### src/rtl/frame_buffer_arbiter_if.sv
// Memory command port of the frame buffer arbiter.
// master: driven by the arbiter (command valid/write/address), receives ready and done.
// slave : the memory side (accepts commands, reports burst completion).
interface frame_buffer_arbiter_if;
  logic        mem_cmd_valid;
  logic        mem_cmd_ready;
  logic        mem_cmd_write;
  logic [31:0] mem_addr;
  logic        mem_done;

  modport master (
    output mem_cmd_valid,
    output mem_cmd_write,
    output mem_addr,
    input  mem_cmd_ready,
    input  mem_done
  );

  modport slave (
    input  mem_cmd_valid,
    input  mem_cmd_write,
    input  mem_addr,
    output mem_cmd_ready,
    output mem_done
  );
endinterface

### src/rtl/frame_buffer_arbiter.sv
// Triple-buffered frame store arbiter between an HDMI RX writer and an HDMI TX reader
// sharing one DDR3 command port.
// Ports:
//   clk, reset                  single clock, asynchronous active-high reset
//   wr_req, rd_req, rd_urgent   client burst requests (levels); rd_urgent forces read priority
//   rx_frame_start              RX VSYNC pulse: rotate the write buffer
//   tx_frame_start              TX VSYNC pulse: pick up the latest completed frame
//   wr_grant, rd_grant          owner of the current burst (held ISSUE through mem_done)
//   mem                         command port (valid/ready/write/addr, done pulse)
//   wr_buf, rd_buf              buffer indices being written / displayed
//   repeat_count                saturating count of TX frames that re-showed a buffer
module frame_buffer_arbiter #(
  parameter logic [31:0] BASE_ADDR   = 32'h8000_0000,
  parameter logic [31:0] FRAME_BYTES = 32'h0080_0000,
  parameter int unsigned BURST_BYTES = 256
) (
  input  logic                        clk,
  input  logic                        reset,
  input  logic                        wr_req,
  input  logic                        rd_req,
  input  logic                        rd_urgent,
  input  logic                        rx_frame_start,
  input  logic                        tx_frame_start,
  output logic                        wr_grant,
  output logic                        rd_grant,
  frame_buffer_arbiter_if.master      mem,
  output logic [1:0]                  wr_buf,
  output logic [1:0]                  rd_buf,
  output logic [7:0]                  repeat_count
);

  localparam logic [31:0] BurstInc = 32'(BURST_BYTES);

  typedef enum logic [1:0] {StIdle, StIssue, StBusy} state_e;

  state_e      state_q, state_d;
  logic        cmd_write_q, cmd_write_d;
  logic [31:0] addr_q, addr_d;
  logic        last_wr_q, last_wr_d;
  logic [1:0]  wr_buf_q, wr_buf_d;
  logic [1:0]  rd_buf_q, rd_buf_d;
  logic [1:0]  latest_q, latest_d;
  logic        fresh_q, fresh_d;
  logic [31:0] wr_off_q, wr_off_d;
  logic [31:0] rd_off_q, rd_off_d;
  logic [7:0]  rep_q, rep_d;
  // Set when a frame start reset the offset of the burst currently in flight, so that
  // burst's completion must not advance the freshly cleared offset.
  logic        wr_skip_q, wr_skip_d;
  logic        rd_skip_q, rd_skip_d;

  logic        start;
  logic        sel_wr;
  logic        burst_done;
  logic        inflight_wr;
  logic        inflight_rd;
  logic [31:0] sel_buf_ext;
  logic [31:0] sel_off;
  logic [31:0] wr_off_inc;
  logic [31:0] rd_off_inc;

  // Next-state logic for the command FSM.
  always_comb begin
    state_d = state_q;
    case (state_q)
      StIdle:  if (wr_req || rd_req) state_d = StIssue;
      StIssue: if (mem.mem_cmd_ready) state_d = StBusy;
      StBusy:  if (mem.mem_done) state_d = StIdle;
      default: state_d = StIdle;
    endcase
  end

  // Arbitration, address latch, offsets and buffer rotation.
  always_comb begin
    sel_wr = 1'b0;
    if (rd_req && rd_urgent) begin
      sel_wr = 1'b0;
    end else if (wr_req && !rd_req) begin
      sel_wr = 1'b1;
    end else if (rd_req && !wr_req) begin
      sel_wr = 1'b0;
    end else begin
      sel_wr = !last_wr_q;
    end

    start       = (state_q == StIdle) && (wr_req || rd_req);
    burst_done  = (state_q == StBusy) && mem.mem_done;
    inflight_wr = ((state_q != StIdle) && cmd_write_q) || (start && sel_wr);
    inflight_rd = ((state_q != StIdle) && !cmd_write_q) || (start && !sel_wr);

    sel_buf_ext = {30'd0, (sel_wr ? wr_buf_q : rd_buf_q)};
    sel_off     = sel_wr ? wr_off_q : rd_off_q;
    wr_off_inc  = (wr_off_q + BurstInc == FRAME_BYTES) ? 32'd0 : wr_off_q + BurstInc;
    rd_off_inc  = (rd_off_q + BurstInc == FRAME_BYTES) ? 32'd0 : rd_off_q + BurstInc;

    cmd_write_d = cmd_write_q;
    addr_d      = addr_q;
    last_wr_d   = last_wr_q;
    wr_buf_d    = wr_buf_q;
    rd_buf_d    = rd_buf_q;
    latest_d    = latest_q;
    fresh_d     = fresh_q;
    wr_off_d    = wr_off_q;
    rd_off_d    = rd_off_q;
    rep_d       = rep_q;
    wr_skip_d   = wr_skip_q;
    rd_skip_d   = rd_skip_q;

    // Address uses the pointers as they stood before any same-cycle frame start.
    if (start) begin
      cmd_write_d = sel_wr;
      addr_d      = BASE_ADDR + sel_buf_ext * FRAME_BYTES + sel_off;
      last_wr_d   = sel_wr;
      wr_skip_d   = 1'b0;
      rd_skip_d   = 1'b0;
    end

    if (burst_done && cmd_write_q && !wr_skip_q) wr_off_d = wr_off_inc;
    if (burst_done && !cmd_write_q && !rd_skip_q) rd_off_d = rd_off_inc;

    // Frame starts come last so their offset clear wins over a same-cycle increment.
    if (rx_frame_start) begin
      latest_d = wr_buf_q;
      wr_buf_d = 2'd3 - wr_buf_q - rd_buf_q;  // the one index in {0,1,2} not in use
      wr_off_d = 32'd0;
      fresh_d  = 1'b1;
      if (inflight_wr) wr_skip_d = 1'b1;
    end

    if (tx_frame_start) begin
      rd_off_d = 32'd0;
      if (inflight_rd) rd_skip_d = 1'b1;
      if (rx_frame_start || fresh_q) begin
        // A same-cycle RX rotation makes the old write buffer the newest frame.
        rd_buf_d = rx_frame_start ? wr_buf_q : latest_q;
        fresh_d  = 1'b0;
      end else if (rep_q != 8'hff) begin
        rep_d = rep_q + 8'd1;
      end
    end
  end

  always_ff @(posedge clk or posedge reset) begin
    if (reset) begin
      state_q     <= StIdle;
      cmd_write_q <= 1'b0;
      addr_q      <= 32'd0;
      last_wr_q   <= 1'b1;
      wr_buf_q    <= 2'd0;
      rd_buf_q    <= 2'd1;
      latest_q    <= 2'd1;
      fresh_q     <= 1'b0;
      wr_off_q    <= 32'd0;
      rd_off_q    <= 32'd0;
      rep_q       <= 8'd0;
      wr_skip_q   <= 1'b0;
      rd_skip_q   <= 1'b0;
    end else begin
      state_q     <= state_d;
      cmd_write_q <= cmd_write_d;
      addr_q      <= addr_d;
      last_wr_q   <= last_wr_d;
      wr_buf_q    <= wr_buf_d;
      rd_buf_q    <= rd_buf_d;
      latest_q    <= latest_d;
      fresh_q     <= fresh_d;
      wr_off_q    <= wr_off_d;
      rd_off_q    <= rd_off_d;
      rep_q       <= rep_d;
      wr_skip_q   <= wr_skip_d;
      rd_skip_q   <= rd_skip_d;
    end
  end

  assign mem.mem_cmd_valid = (state_q == StIssue);
  assign mem.mem_cmd_write = cmd_write_q;
  assign mem.mem_addr      = addr_q;
  assign wr_grant          = (state_q != StIdle) && cmd_write_q;
  assign rd_grant          = (state_q != StIdle) && !cmd_write_q;
  assign wr_buf            = wr_buf_q;
  assign rd_buf            = rd_buf_q;
  assign repeat_count      = rep_q;

endmodule
### src/flat_wrapper.sv
// flat-port wrapper written by rule: the top's interface ports become plain ports
module frame_buffer_arbiter_flat 
#(
  parameter logic [31:0] BASE_ADDR   = 32'h8000_0000,
  parameter logic [31:0] FRAME_BYTES = 32'h0080_0000,
  parameter int unsigned BURST_BYTES = 256
)
  (clk, reset, wr_req, rd_req, rd_urgent, rx_frame_start, tx_frame_start, wr_grant, rd_grant, wr_buf, rd_buf, repeat_count, mem_mem_cmd_valid, mem_mem_cmd_write, mem_mem_addr, mem_mem_cmd_ready, mem_mem_done);
  frame_buffer_arbiter_if mem_i ();
  input  logic clk;
  input  logic reset;
  input  logic wr_req;
  input  logic rd_req;
  input  logic rd_urgent;
  input  logic rx_frame_start;
  input  logic tx_frame_start;
  output logic wr_grant;
  output logic rd_grant;
  output logic [1:0] wr_buf;
  output logic [1:0] rd_buf;
  output logic [7:0] repeat_count;
  output wire logic [$bits(mem_i.mem_cmd_valid)-1:0] mem_mem_cmd_valid;
  output wire logic [$bits(mem_i.mem_cmd_write)-1:0] mem_mem_cmd_write;
  output wire logic [$bits(mem_i.mem_addr)-1:0] mem_mem_addr;
  input wire logic [$bits(mem_i.mem_cmd_ready)-1:0] mem_mem_cmd_ready;
  input wire logic [$bits(mem_i.mem_done)-1:0] mem_mem_done;
  assign mem_mem_cmd_valid = mem_i.mem_cmd_valid;
  assign mem_mem_cmd_write = mem_i.mem_cmd_write;
  assign mem_mem_addr = mem_i.mem_addr;
  assign mem_i.mem_cmd_ready = mem_mem_cmd_ready;
  assign mem_i.mem_done = mem_mem_done;
  frame_buffer_arbiter #(.BASE_ADDR(BASE_ADDR), .FRAME_BYTES(FRAME_BYTES), .BURST_BYTES(BURST_BYTES)) u_core (.clk(clk), .reset(reset), .wr_req(wr_req), .rd_req(rd_req), .rd_urgent(rd_urgent), .rx_frame_start(rx_frame_start), .tx_frame_start(tx_frame_start), .wr_grant(wr_grant), .rd_grant(rd_grant), .mem(mem_i), .wr_buf(wr_buf), .rd_buf(rd_buf), .repeat_count(repeat_count));
endmodule
### config.mk
export PLATFORM = sky130hd
export DESIGN_NAME = frame_buffer_arbiter_flat
export DESIGN_NICKNAME = d
export VERILOG_FILES = /design/src/rtl/frame_buffer_arbiter_if.sv /design/src/rtl/frame_buffer_arbiter.sv /design/src/flat_wrapper.sv
export SDC_FILE = /design/constraint.sdc
export NUM_CORES = 1
export LEC_CHECK = 0
export ABC_AREA = 1
export CORE_ASPECT_RATIO = 0.8
export CORE_MARGIN = 3
export CORE_UTILIZATION = 30
export DETAILED_ROUTE_END_ITERATION = 8
export GPL_TIMING_DRIVEN = 1
export PLACE_DENSITY = 0.44
export SLEW_MARGIN = 20
export SYNTH_ARGS = -nofsm -noshare
export SYNTH_HDL_FRONTEND = slang
export SYNTH_SLANG_ARGS = --single-unit
export TNS_END_PERCENT = 50
### constraint.sdc
create_clock -name clk -period 3.7 [get_ports clk]
set_input_delay 0.37 -clock clk [delete_from_list [all_inputs] [get_ports clk]]
set_output_delay 0.37 -clock clk [all_outputs]
set_load 0.05 [all_outputs]
==> results of run 1 <==
==> final timing paths <==
check                      slack (ns)                          from                                  end  depth (start not counted)
max                              1.04  u_core.last_wr_q$_DFFE_PP1P_  u_core.mem.mem_addr[30]$_DFFE_PP0P_                         13
max in group asynchronous        2.33                         reset      u_core.rd_off_q[10]$_DFFE_PP0P_                          3
max reg2reg                      1.04  u_core.last_wr_q$_DFFE_PP1P_  u_core.mem.mem_addr[30]$_DFFE_PP0P_                         13
min in group asynchronous        0.58                         reset   u_core.repeat_count[3]$_DFFE_PP0P_                          2
min reg2reg                      0.48  u_core.latest_q[1]$_DFF_PP0_         u_core.latest_q[1]$_DFF_PP0_                          2
min                              0.48  u_core.latest_q[1]$_DFF_PP0_         u_core.latest_q[1]$_DFF_PP0_                          2
==> stage by stage <==
step,instances,hold slack (ns),total power (W),util (%)
2_1_floorplan,778,0.436,0.00197,-
3_3_place_gp,1034,0.454,0.00231,35.2
3_5_place_dp,1034,0.464,0.00233,35.2
4_1_cts,1049,0.480,0.00321,36.7
5_1_grt,1049,0.509,0.00335,36.7
6_report,1049,0.477,0.00316,36.7
==> Yosys cell counts, types with 2 or more instances <==
| master | count | area share, % |
|---|---|---|
| nand3_1 | 54 | 4.9 |
| nand2_1 | 258 | 18 |
| nor2_4 | 9 | 1.8 |
| nor3_1 | 6 | 0.54 |
| buf_2 | 2 | 0.18 |
| xnor2_1 | 6 | 0.95 |
| a21oi_1 | 5 | 0.45 |
| ha_1 | 8 | 1.8 |
| dfrtp_1 | 90 | 41 |
| clkbuf_1 | 10 | 0.68 |
| buf_4 | 9 | 1.2 |
| o21ai_1 | 3 | 0.27 |
| o22ai_1 | 23 | 2.6 |
| xor2_1 | 8 | 1.3 |
| nor2_1 | 75 | 5.1 |
| nand4_1 | 7 | 0.79 |
| nand3b_1 | 2 | 0.27 |
| inv_1 | 98 | 6.7 |
| nor2_2 | 9 | 1.0 |
| dfstp_2 | 3 | 1.4 |
| nand2_2 | 12 | 1.4 |
| o21ai_0 | 48 | 4.3 |
| o221ai_1 | 14 | 2.2 |
==> routing by layer <==
layer | track usage (%) | vias up | share of wire [%]
li1 | - | 2552 | -
met1 | 24.2 | 2391 | 50
met2 | 25.7 | 102 | 45
met3 | 4.13 | 8 | 5.0
met4 | 3.11 | 0 | 0.69
met5 | 0 | - | 0
==> registers in the layout, summed over array words and instances, names as in the netlist <==
name                      count
u_core.mem.mem_addr          24
u_core.rd_off_q              24
u_core.wr_off_q              24
u_core.repeat_count           8
u_core.latest_q               2
u_core.rd_buf                 2
u_core.state_q                2
u_core.wr_buf                 2
u_core.fresh_q                1
u_core.last_wr_q              1
u_core.mem.mem_cmd_write      1
u_core.rd_skip_q              1
u_core.wr_skip_q              1
==> layout make-up <==
cell class / instances / area [um2] / share of cell area [%]
multi-input combinational: 564 / 2730 / 42.0
sequential: 93 / 2330 / 35.9
timing repair buffer: 52 / 510 / 7.86
inverter: 100 / 378 / 5.81
tap: 225 / 282 / 4.33
clock buffer: 9 / 225 / 3.47
clock inverter: 6 / 40.0 / 0.616
==> worst reg2reg max path: stages (launching register included) <==
cell,delay [ns]
dfstp_2,0.54
inv_1,0.05
o21bai_1,0.11
nand2_1,0.37
o21ai_0,0.53
ha_1,0.32
a21oi_1,0.16
inv_1,0.07
nand3_1,0.12
nor2_2,0.07
nand2_1,0.05
nand2_1,0.04
nand3_1,0.08
nand2_1,0.05
==> power by group through the flow <==
| stage | Combinational, W | Clock (W) | Sequential [W] |
|---|---|---|---|
| final | 0.00105 | 0.000865 | 0.00124 |
| after CTS | 0.00107 | 0.000898 | 0.00124 |
| after floorplan | 0.000460 | 0 | 0.00151 |
| after detailed placement | 0.00107 | 0 | 0.00126 |
| after global placement | 0.00105 | 0 | 0.00126 |
| after global routing | 0.00114 | 0.000942 | 0.00126 |
==> cell families after synthesis <==
| group | Yosys count | synth area share (%) |
|---|---|---|
| flip-flops | 93 | 42.2 |
| buffers and inverters | 121 | 8.88 |
| XOR/XNOR | 14 | 2.22 |
| adder cells (fa/ha/maj) | 9 | 2.17 |
| multiplexers | 1 | 0.204 |
| AO/OA/AOI/OAI | 97 | 10.5 |
| AND/OR/NAND/NOR | 435 | 33.8 |
| other | 1 | 0.0679 |
==> flow_summary.json, run 1 <==
{
  "status": "finished clean",
  "synthFlopType": "dfrtp_1",
  "path_buf_inv": 2,
  "clock-sinks": 93,
  "grt_max_degree": 76,
  "clk_path_buf_depth": 2,
  "relSlewSlack_pct": 36.0,
  "die_y_um": 127,
  "grt_overflow": 0,
  "internal-power_w": 0.00190,
  "ys_async_sr_fraction_pct": 100,
  "clkSlewWorstSetupHoldPaths_ns": 0.07,
  "fmaxAchievable_mhz": 376,
  "p_leak_nw": 2.90,
  "setup_viol": 0,
  "port_buffers": 48,
  "synth_sequential_area_ratio_pct": 42.2,
  "gp_congestion": 0.836,
  "grt_pass1_vias": 4946,
  "ys_types": 35,
  "crit_path_end_kind": "register",
  "cp.required_ns": 3.95,
  "cp_slowest_cell": "dfstp_2",
  "seqPwrFrac_pct": 39.4,
  "clockRootBuffer": "clkbuf_16",
  "fin_skew_ns": 0.00694,
  "grt_setup_unrepaired": "no",
  "dp_slack_ns": 0.678,
  "synth-seq-cells": 93,
  "ant_nets": 0,
  "combPwrFrac_pct": 33.2,
  "firstDrtPassIters": 5,
  "via_count": 5053,
  "ioPinCount": 57,
  "min_period_ns": 2.66,
  "hp-class": "reg2reg",
  "syn_inst": 771,
  "path_max_fanout": 24,
  "grt.total_usage_pct": 16.8,
  "slew_violations": 0,
  "critical_path.max_stage_delay_ns": 0.54,
  "rows": 43,
  "num_antenna_cells": 0,
  "worstPathArrival_ns": 2.90,
  "drive_above_1_share_pct": 6.92,
  "final_common_cell": "nand2_1",
  "numCtsBuffers": 9,
  "cts_resized": 0,
  "pwr-share-clk_pct": 27.4,
  "finalHoldViolCount": 0,
  "maxCapViolations": 0,
  "drt-vias-per-instance": 4.82,
  "fin_ws_ns": 1.04,
  "hold_buffers": 0,
  "syn2layout_area_growth_pct": 17.6,
  "finalCritPeriodShare_pct": 71.8,
  "cp_cell_sequence": "inv_1 > o21bai_1 > nand2_1 > o21ai_0 > ha_1 > a21oi_1 > inv_1 > nand3_1 > nor2_2 > nand2_1 > nand2_1 > nand3_1 > nand2_1",
  "start_util_pct": 31.2,
  "syn_area_um2": 5520,
  "cts_tree": "done",
  "synth_edf_count": 0,
  "grt_first_pass_wirelength_um": 26200,
  "drt-total-wl_um": 16000,
  "clkLatencyLatePin_ns": 0.35,
  "setup-tns-final_ns": 0,
  "final_cell_mix": "nand2_1, inv_1, dfrtp_1, nor2_1, nand3_1",
  "ctsHtreeMaxLevel": 3,
  "switching_share_pct": 39.9,
  "worst_pin_slew_ns": 0.960,
  "ys_warn_count": 0,
  "syn_avg_cell_area_um2": 7.16,
  "cts_setup_buffers": 0,
  "routedWlPerCell_um": 15.2,
  "drt_iter0_markers": 341,
  "postPlaceCellArea_um2": 6230,
  "dp_hpwl_um": 12300,
  "cpMostUsedCell": "nand2_1",
  "die_area_um2": 20100,
  "drc": 0,
  "stdcell_area_um2": 6500,
  "antenna_found_initial": 0,
  "cellPowerDensity_nw_per_um2": 486,
  "path_class": "reg2reg",
  "n_fill_cell": 1857,
  "power_switching_w": 0.00126,
  "cpLargestDelayFamily": "compound AO/OA/AOI/OAI gates",
  "die_w_um": 158,
  "nets": 838,
  "vdd_drop_max_v": 0.000214,
  "fp.coreArea_um2": 17700,
  "crit_path_start_kind": "register"
}
Power figures use the tool's default switching activity.
==> inputs of run 2 (changes only) <==
--- a/config.mk
+++ b/config.mk
@@ -11,7 +11,7 @@
 export CORE_UTILIZATION = 30
 export DETAILED_ROUTE_END_ITERATION = 8
 export GPL_TIMING_DRIVEN = 1
-export PLACE_DENSITY = 0.44
+export PLACE_DENSITY = 0.45
 export SLEW_MARGIN = 20
 export SYNTH_ARGS = -nofsm -noshare
 export SYNTH_HDL_FRONTEND = slang
==> constraint.sdc (replaced) <==
create_clock -name clk -period 2.27 [get_ports clk]
set_input_delay 0.227 -clock clk [delete_from_list [all_inputs] [get_ports clk]]
set_output_delay 0.227 -clock clk [all_outputs]
set_load 0.05 [all_outputs]
==> flow_summary.json, run 2 (synthesized netlist as in run 1, its figures left out) <==
{
  "rows": 43,
  "gp_congestion": 0.878,
  "min_period_ns": 2.12,
  "ioPinCount": 57,
  "wirelength_met1_um": 8370,
  "switching_share_pct": 39.5,
  "n_fill_cell": 1842,
  "worst_pin_slew_ns": 0.548,
  "grt.total_usage_pct": 17.0,
  "final_core_util_pct": 38.4,
  "drt-vias-per-instance": 4.82,
  "port_buffers": 48,
  "num_antenna_cells": 0,
  "firstDrtPassIters": 5,
  "syn2layout_area_growth_pct": 23.1,
  "final_cell_mix": "nand2_1, inv_1, dfrtp_1, nor2_1, nand3_1",
  "top_layer": "met4",
  "die_y_um": 127,
  "finalCritPeriodShare_pct": 93.6,
  "routed-wl-met3_um": 551,
  "via_count": 5183,
  "hp-class": "in2async",
  "holdWs_ns": 0.265,
  "crit_path_start_kind": "register",
  "drc": 0,
  "slew_violations": 0,
  "die_area_um2": 20100,
  "grt_overflow": 0,
  "combPwrFrac_pct": 34.5,
  "seqPwrFrac_pct": 38.3,
  "fin_skew_ns": 0.00722,
  "grt_setup_unrepaired": "yes",
  "grt_max_degree": 25,
  "finalHoldViolCount": 0,
  "clkSlewWorstSetupHoldPaths_ns": 0.07,
  "start_util_pct": 31.2,
  "cp.required_ns": 2.04,
  "die_w_um": 158,
  "setup_viol": 0,
  "nets": 863,
  "dp_hpwl_um": 12800,
  "ant_nets": 0,
  "numCtsBuffers": 9,
  "fin_ws_ns": 0.145,
  "clock-sinks": 93,
  "drt-total-wl_um": 16400,
  "dp_slack_ns": -0.205,
  "vdd_drop_max_v": 0.000328,
  "maxCapViolations": 0,
  "internal-power_w": 0.00321,
  "clkLatencyLatePin_ns": 0.35,
  "cellPowerDensity_nw_per_um2": 779,
  "antenna_found_initial": 0,
  "power_switching_w": 0.00209,
  "worstPathArrival_ns": 1.90,
  "cts_tree": "done",
  "fp.coreArea_um2": 17700,
  "drt_iter0_markers": 320,
  "path_max_fanout": 6,
  "status": "finished clean",
  "routedWlPerCell_um": 15.2,
  "final_common_cell": "nand2_1",
  "clk_path_buf_depth": 2,
  "p_leak_nw": 3.04,
  "grt_pass1_vias": 5064,
  "grt_first_pass_wirelength_um": 26600,
  "fmaxAchievable_mhz": 471,
  "drive_above_1_share_pct": 11.3,
  "ctsHtreeMaxLevel": 3,
  "wl_met2_um": 7330,
  "relSlewSlack_pct": 63.4,
  "path_class": "reg2out",
  "crit_path_end_kind": "output pin",
  "clockRootBuffer": "clkbuf_16",
  "pwr-share-clk_pct": 27.2
}
## run 2: cell types whose count changed in the layout (fill, tap and decap cells not counted), sizes merged
| cell | change |
|---|---|
| clkinv | -2 |
| nand2 | +1 |
| buf | +24 |
| clkbuf | +4 |
| clkinvlp | +1 |
| inv | -2 |
## run 2: timing repair
action,CTS,global route
cloned,0,1
pin swaps,0,5
resized for setup,2,23
buffers inserted,0,1
setup endpoints to repair,2,10
hold buffers,0,0
## run 2: layer usage
metal / track usage (%) / up-vias
li1: - / 2609
met1: 24.7 / 2476
met2: 26.0 / 87
met3: 4.03 / 11
met4: 3.37 / 0
met5: 0 / -
## run 2: cell type report
type	instances	area, um2	area share [%]
Multi-Input combinational cell	565	2800	41.1
Sequential cell	93	2330	34.3
Timing Repair Buffer	76	741	10.9
Inverter	100	379	5.57
Tap cell	225	282	4.14
Clock buffer	13	250	3.68
Clock inverter	3	21.3	0.313
## run 2: final timing paths
kind / start / endpoint / slack, ns / cells past startpoint
max in group asynchronous: reset / u_core.last_wr_q$_DFFE_PP1P_ / 1.46 / 3
hold reg to reg: u_core.latest_q[1]$_DFF_PP0_ / u_core.latest_q[1]$_DFF_PP0_ / 0.48 / 2
setup reg to reg: u_core.last_wr_q$_DFFE_PP1P_ / u_core.mem.mem_addr[27]$_DFFE_PP0P_ / 0.15 / 11
min in group clk: mem_mem_cmd_ready / u_core.state_q[1]$_DFFE_PP0P_ / 0.45 / 3
hold / removal: reset / u_core.wr_off_q[19]$_DFFE_PP0P_ / 0.27 / 2
setup / recovery: u_core.state_q[1]$_DFFE_PP0P_ / wr_grant / 0.15 / 3
## run 2: stage by stage
stage / cells / instance area [um2] / TNS (ns) / total power (W)
CTS: 1073 / 6730 / 0 / 0.00535
global placement: 1057 / 6460 / -0.579 / 0.00386
floorplan: 778 / 5550 / -0.260 / 0.00322
global route: 1075 / 6800 / -0.000969 / 0.00561
detailed placement: 1057 / 6460 / -0.913 / 0.00387
finish: 1075 / 6800 / 0 / 0.00530
## run 2: power by group through the flow
stage / Clock (W) / Combinational (W) / Sequential, W
global route: 0.00156 / 0.00199 / 0.00206
finish: 0.00144 / 0.00183 / 0.00203
global placement: 0 / 0.00181 / 0.00205
CTS: 0.00151 / 0.00182 / 0.00203
detailed placement: 0 / 0.00181 / 0.00206
floorplan: 0 / 0.000751 / 0.00247
## run 2: worst max-delay path: stages (launching register included)
cell and delay [ns]:
dfrtp_1 0.43, nor2_1 0.12, nor2_1 0.16, clkdlybuf4s50_1 0.83
==> inputs of run 3 (changes only) <==
--- a/config.mk
+++ b/config.mk
@@ -9,6 +9,7 @@
 export CORE_ASPECT_RATIO = 0.8
 export CORE_MARGIN = 3
 export CORE_UTILIZATION = 30
+export CTS_CLUSTER_DIAMETER = 200
 export DETAILED_ROUTE_END_ITERATION = 8
 export GPL_TIMING_DRIVEN = 1
 export PLACE_DENSITY = 0.45
==> results of run 3 <==
Final layout, timing and power as in run 2 (identical DEF).
